File: src/rtl/seg_scan_if.sv
// seg_scan_if: image/mask inputs and scanned display outputs of seg_scan.
// master drives seg_in/sel_in(/dim); slave (seg_scan) drives seg/dig/frame.
interface seg_scan_if;
  logic [63:0] seg_in;
  logic [7:0]  sel_in;
`ifdef SEG_DIM_EN
  logic [3:0]  dim;
`endif
  logic [7:0]  seg;
  logic [7:0]  dig;
  logic        frame;

`ifdef SEG_DIM_EN
  modport master (
    output seg_in, sel_in, dim,
    input  seg, dig, frame
  );
  modport slave (
    input  seg_in, sel_in, dim,
    output seg, dig, frame
  );
`else
  modport master (
    output seg_in, sel_in,
    input  seg, dig, frame
  );
  modport slave (
    input  seg_in, sel_in,
    output seg, dig, frame
  );
`endif
endinterface

File: src/rtl/seg_scan.sv
// seg_scan: 8-digit multiplexed segment driver, frame-buffered, slot blanking.
// Ports: clk, rst (sync, active-high), bus (seg_in, sel_in, [dim], seg, dig, frame).
// Optional SEG_DIM_EN macro adds the bus.dim brightness input.
module seg_scan #(
  parameter int DIV   = 1000,
  parameter int BLANK = 8
) (
  input  logic        clk,
  input  logic        rst,
  seg_scan_if.slave   bus
);

  localparam logic [15:0] LAST = 16'(DIV - 1);
  localparam logic [15:0] BL   = 16'(BLANK);

  logic [15:0] cnt_q, cnt_d;
  logic [2:0]  idx_q, idx_d;
  logic [63:0] sh_seg_q, sh_seg_d;
  logic [7:0]  sh_sel_q, sh_sel_d;
  logic [7:0]  seg_q, seg_d;
  logic [7:0]  dig_q, dig_d;
  logic        frame_q, frame_d;

  logic wrap;
  logic load;
  logic lit;

  always_comb begin
    wrap  = (cnt_q == LAST);
    load  = wrap && (idx_q == 3'd7);
    cnt_d = wrap ? 16'd0 : cnt_q + 16'd1;
    idx_d = wrap ? idx_q + 3'd1 : idx_q;

    // shadow only changes at the frame boundary, so a scan never tears
    sh_seg_d = load ? bus.seg_in : sh_seg_q;
    sh_sel_d = load ? bus.sel_in : sh_sel_q;
    frame_d  = load;

    lit = (cnt_q >= BL) && sh_sel_q[idx_q];
`ifdef SEG_DIM_EN
    // PWM within the lit window; dim is live, not shadowed
    lit = lit && (cnt_q[3:0] <= bus.dim);
`endif

    seg_d = 8'hFF;
    dig_d = 8'hFF;
    if (lit) begin
      seg_d = ~sh_seg_q[{idx_q, 3'b000} +: 8];
      dig_d = ~(8'b1 << idx_q);
    end
  end

  always_ff @(posedge clk) begin
    if (rst) begin
      cnt_q    <= '0;
      idx_q    <= '0;
      sh_seg_q <= '0;
      sh_sel_q <= '0;
      seg_q    <= 8'hFF;
      dig_q    <= 8'hFF;
      frame_q  <= 1'b0;
    end else begin
      cnt_q    <= cnt_d;
      idx_q    <= idx_d;
      sh_seg_q <= sh_seg_d;
      sh_sel_q <= sh_sel_d;
      seg_q    <= seg_d;
      dig_q    <= dig_d;
      frame_q  <= frame_d;
    end
  end

  assign bus.seg   = seg_q;
  assign bus.dig   = dig_q;
  assign bus.frame = frame_q;

endmodule

File: src/flat_wrapper.sv
// flat-port wrapper written by rule: the top's interface ports become plain ports
module seg_scan_flat 
#(
  parameter int DIV   = 1000,
  parameter int BLANK = 8
)
  (clk, rst, bus_seg_in, bus_sel_in, bus_seg, bus_dig, bus_frame);
  seg_scan_if bus_i ();
  input  logic clk;
  input  logic rst;
  input wire logic [$bits(bus_i.seg_in)-1:0] bus_seg_in;
  input wire logic [$bits(bus_i.sel_in)-1:0] bus_sel_in;
  output wire logic [$bits(bus_i.seg)-1:0] bus_seg;
  output wire logic [$bits(bus_i.dig)-1:0] bus_dig;
  output wire logic [$bits(bus_i.frame)-1:0] bus_frame;
  assign bus_i.seg_in = bus_seg_in;
  assign bus_i.sel_in = bus_sel_in;
  assign bus_seg = bus_i.seg;
  assign bus_dig = bus_i.dig;
  assign bus_frame = bus_i.frame;
  seg_scan #(.DIV(DIV), .BLANK(BLANK)) u_core (.clk(clk), .rst(rst), .bus(bus_i));
endmodule
File: config.mk
export PLATFORM = sky130hd
export DESIGN_NAME = seg_scan_flat
export DESIGN_NICKNAME = d
export VERILOG_FILES = /design/src/rtl/seg_scan_if.sv /design/src/rtl/seg_scan.sv /design/src/flat_wrapper.sv
export SDC_FILE = /design/constraint.sdc
export NUM_CORES = 1
export LEC_CHECK = 0
export BUFFER_PORTS_ARGS = -buffer_cell sky130_fd_sc_hd__buf_2
export CORE_ASPECT_RATIO = 1.2
export CORE_MARGIN = 2
export CORE_UTILIZATION = 55
export CTS_CLUSTER_SIZE = 40
export DETAILED_ROUTE_END_ITERATION = 8
export GPL_ROUTABILITY_DRIVEN = 0
export GPL_TIMING_DRIVEN = 0
export MAX_ROUTING_LAYER = met4
export PLACE_DENSITY = 0.85
export SKIP_CTS_REPAIR_TIMING = 1
export SLEW_MARGIN = 20
export SYNTH_ARGS = -nofsm -noshare
export SYNTH_HDL_FRONTEND = slang
export SYNTH_SLANG_ARGS = --single-unit
File: constraint.sdc
create_clock -name clk -period 2.3 [get_ports clk]
set_input_delay 0.345 -clock clk [delete_from_list [all_inputs] [get_ports clk]]
set_output_delay 0.345 -clock clk [all_outputs]
set_load 0.02 [all_outputs]
---- Yosys cells after proc, flatten, opt, wreduce, memory -nomap -nowiden ----
Cells that the tools add are included.
operators by class
  add/subtract/negate cells ............... 2
  bitwise gates (word level) .............. 3
  reductions and logical operators ........ 4
  multiplexer cells ....................... 2
  shift operators ......................... 2
  magnitude comparators ................... 2
  eq/ne operators ......................... 2
operator list
  kind                                                                          number
  64-bit by 7-bit indexed part select with 8-bit output                         1
  16-bit by 1-bit adder with 16-bit output, second input constant               1
  16-bit by 10-bit equality test with 1-bit output, second input constant       1
  16-bit by 4-bit >= comparator with 1-bit output, second input constant        1
  8-bit inverter                                                                2
  1-bit by 3-bit left shift with 8-bit output, first input constant             1
  3-bit by 4-bit less-than comparator with 1-bit output, second input constant  1
  2-bit OR reduction                                                            2
  3-bit by 1-bit adder with 3-bit output, second input constant                 1
  1-bit binary-select mux with 3-bit select                                     1
  3-bit equality test, second input constant                                    1
  1-bit logical AND                                                             2
  1-bit 2-to-1 mux                                                              1
  1-bit inverter                                                                1
storage, ports and cells
  input bits .............................. 74
  logic and storage cells ................. 24
  output and inout bits ................... 17
  bits in registers ....................... 108

---- Longest topological paths before layout ----
  depth after elaboration ................. 5
  mapped depth ............................ 8

---- Least setup slack after synthesis ----
OpenSTA, ideal clock, no wires.
  path kind ............................... flip-flop to flip-flop
  start ................................... reg u_core.cnt_q[13]
  end ..................................... reg u_core.sh_seg_q[34]
  cell stages (with the launch flop) ...... 7
  arrival time ............................ 1793 ps
  required time ........................... 2172 ps
  setup slack ............................. 380 ps
  period minus slack after synthesis ...... 1920 ps
  cell sequence ........................... dfxtp_1 > or4_4 > nor4_2 > buf_6 > buf_12 > mux2i_1 > nor2_1
on the way
  cells in the longest elaborated chain, start to end .. 2
ends and longest elaborated chain
  item                                              RTL line        source
  start: declaration                                seg_scan.sv:16  logic [15:0] cnt_q, cnt_d;
  start signal: assignment                          seg_scan.sv:63  cnt_q <= cnt_d;
  16-bit by 10-bit equality test with 1-bit output  seg_scan.sv:29  wrap = (cnt_q == LAST);
  1-bit logical AND                                 seg_scan.sv:30  load = wrap && (idx_q == 3'd7);
  end signal: assignment                            seg_scan.sv:65  sh_seg_q <= sh_seg_d;
  end: declaration                                  seg_scan.sv:18  logic [63:0] sh_seg_q, sh_seg_d;
Every way passes these cells.
A chain may end at the register's enable or synchronous reset.

---- Worst setup path after layout ----
  start ................................... reg u_core.idx_q[1]
  end ..................................... reg u_core.idx_q[1]
on the way
  cells in the longest elaborated chain, start to end .. 1
ends and longest elaborated chain
  item                                    RTL line        source
  start: declaration                      seg_scan.sv:17  logic [2:0] idx_q, idx_d;
  start signal: assignment                seg_scan.sv:64  idx_q <= idx_d;
  3-bit by 1-bit adder with 3-bit output  seg_scan.sv:32  idx_d = wrap ? idx_q + 3'd1 : idx_q;
Every way passes these cells.

==> results.md <==
- Clk slew on worst S/H paths: 0.10 ns
- MaxCap Viol Count: 0
- Setup TNS: 0 ns
- Final non-filler cell area: 0.00534 mm^2
- Minimum clock period: 2.19 ns
- Worst VDD drop: 389 uV
- Drt pass-1 iters: 5
- Fin nets: 610
- Post-Syn Instances: 428
- Final ANT Viol Nets: 0
- CTS sink cnt: 108
- Pin count of the biggest net entering global routing: 17
- First-pass GRT wire length: 16,400 um
- Mean post-synth cell area: 10.6 um^2
- IO Port Bufs: 89
- Startpoint Class: flop
- Worst-skew pair later-pin latency: 0.37 ns
- # diodes: 0
- Slew HR: 57.4%
- Die area: 0.00902 mm^2
- Top post-synthesis cells by count: dfxtp_1 (108), nor2_1 (93), mux2i_1 (74), nand2_1 (38), mux4_2 (17)
- Global Route Usage Sum: 24.2%
- Reg2reg setup slack: 0.11 ns
- Worst hold path class: input pin to flop
- Hold_sp: bus_seg_in[34]
- Most frequent cell after synthesis: dfxtp_1
- Power density over the cells: 616 mW/mm^2
- DRC: 0
- Period Utilization, post-route: 95.1%
- Crit path capture type: flop
- Final hold violation count: 0
- Least-Margin Pin Slew: 0.639 ns
- Ys Warns: 0
- Seq/Total Area, Yosys: 47.5%
- WL final: 10,100 um
- Top sig layer: met4
- Count of final setup violators: 0
- Critical path fanouts, max: 10
- Placed instance area: 0.00511 mm^2
- Unrepaired setup endpoints after global routing: false
- Pins over their slew limit: 0
- Vias in the first global route: 3,436
- Clock Path Buffers: 2
- Hold endpoint: u_core.sh_seg_q[34]
- Via/cell ratio: 5.37
- CTS buffer count: 9
- Core box area: 0.00806 mm^2
- Crit. path cell count: 6
- Critical Path Slowest Stage Cell: buf_1
- WS Path Type: flop to flop
- CTS tree: yes
- R2r endpoint: u_core.idx_q[1]
- Final HPWL from detailed placement: 7360 um
- Worst r2r src: u_core.idx_q[1]
- Met2 Wirelength: 5360 um
- WL/cell: 16.2 um
- Clk_skew: 0.0129 ns
- M1 wire length: 4100 um
- Initial Util: 56.4%
- Initial antenna violation count: 0
- Synth area leaders: dfxtp_1 (48%), mux2i_1 (16%), mux4_2 (8.4%), nor2_1 (7.7%), nand2_1 (3.1%)
- Synth Register Bits: 108
- Via count: 3,366
- Area share of the largest cell type after synthesis: 47.5%
- Synth Flop Type: dfxtp_1
- Crit path buf inv count: 3
- Worst Path Required: 2.55 ns
- P&R area growth vs syn: 17.4%
- Hold path cells: 3
- Post-synth net total: 510
- Largest area contributor in the netlist: dfxtp_1
- Congestion Overflow GR: 0
- Synthesized area: 0.00455 mm^2
- Root buffer cell: clkbuf_8
- H-tree Lvls: 3
- Row count: 36
- Unique masters post-synth: 30
- Met3 Wirelength: 446 um
- Leakage: 1.97 nW
- Width of the die: 87.0 um
- Io pins: 91
- Reg2Reg Depth: 6
- DRT iter0 DRCs: 166
- Post-synthesis async set-or-reset flop share: 0%
- Crit path DAT: 2.44 ns
- Number of flops mapped to enable cells by yosys: 0
- Crit path cell chain: buf_2 -> buf_1 -> inv_1 -> ha_1 -> mux2i_1 -> nor2_1
- CP peak stage delay: 0.54 ns
- Share of cells above drive strength 1: 26.3%
- Fmax: 457 MHz
- Outcome: finished, final reports clean
- Die height: 104 um
- CP delay by family, top: buffers and inverters
## how the worst max path moves through the flow
stage / slack (ns) / from / to
2_1_floorplan: 0.38 / u_core.cnt_q[13] / u_core.sh_seg_q[34]
3_3_place_gp: 0.17 / u_core.idx_q[1] / u_core.bus.dig[7]
3_5_place_dp: 0.17 / u_core.idx_q[1] / u_core.bus.dig[7]
4_1_cts: 0.13 / u_core.idx_q[1] / u_core.bus.dig[7]
5_1_grt: 0.01 / u_core.idx_q[1] / u_core.sh_seg_q[48]
6_report: 0.11 / u_core.idx_q[1] / u_core.idx_q[1]
## cells in the final DEF (no fill, tap or decap), drive strengths merged
cell type / count
dfxtp: 108
buf: 104
nor2: 93
mux2i: 74
nand2: 38
clkbuf: 25
mux4: 17
nand3: 11
xnor2: 10
inv: 9
nor4: 9
ha: 8
nand4: 6
xor2: 5
or4: 3
nor3: 2
nor2b: 2
bufinv: 2
or2: 1
and4: 1
and2: 1
a31o: 1
a2111oi: 1
a211oi: 1
## registers in the layout (all words and copies together) (netlist names)
name and count:
u_core.sh_sel_q 8, u_core.bus.dig 8, u_core.sh_seg_q 64, u_core.idx_q 3
u_core.cnt_q 16, u_core.bus.seg 8, u_core.bus.frame 1
## logic make-up after synthesis
group | Yosys count | synth area share (%)
DFF | 108 | 47.5
xor gates and xnor gates | 15 | 2.89
buffers and inverters | 36 | 5.83
adders and majority gates | 8 | 2.20
AOI/OAI and AO/OA | 3 | 0.550
and+or+nand+nor | 167 | 16.3
muxes | 91 | 24.7
## worst reg2reg max path: cells and delay by family (launching register included)
| kind | cells | cell delay [ns] |
|---|---|---|
| buffers and inverters | 3 | 1.03 |
| AND/OR/NAND/NOR | 1 | 0.05 |
| multiplexers | 1 | 0.17 |
| flip-flops | 1 | 0.50 |
| adder cells (fa/ha/maj) | 1 | 0.32 |
## per-layer routing
layer	up-vias	track usage, %
met2	83	40.7
met4	0	9.26
li1	1649	-
met5	-	-
met3	17	4.70
met1	1617	28.1
## stage by stage
| step | power (mW) | utilization [%] | instances | setup slack (ns) | hold WS (ns) |
|---|---|---|---|---|---|
| after global placement | 2.04 | 63.4 | 612 | 0.168 | 0.467 |
| after global routing | 3.39 | 66.2 | 627 | 0.0126 | 0.200 |
| after floorplan | 1.96 | - | 428 | 0.380 | 0.448 |
| after detailed placement | 2.04 | 63.4 | 612 | 0.172 | 0.477 |
| final | 3.29 | 66.2 | 627 | 0.112 | 0.200 |
| after CTS | 3.31 | 66.2 | 627 | 0.129 | 0.188 |
## power by group
group	total, mW	internal, mW	leakage, nW	switching [mW]
Combinational	0.121	0.0578	0.983	0.0635
Clock	1.29	0.672	0.113	0.619
Sequential	1.88	1.87	0.871	0.00429
## layout make-up
class,instances,area (um^2)
multi-input combinational,284,2120
timing repair buffer,90,453
tap,95,119
inverter,8,30.0
clock buffer,12,155
clock inverter,3,68.8
fill,615,2720
buffer,27,231
sequential,108,2160
No activity file was read; power rests on OpenSTA's default activity.
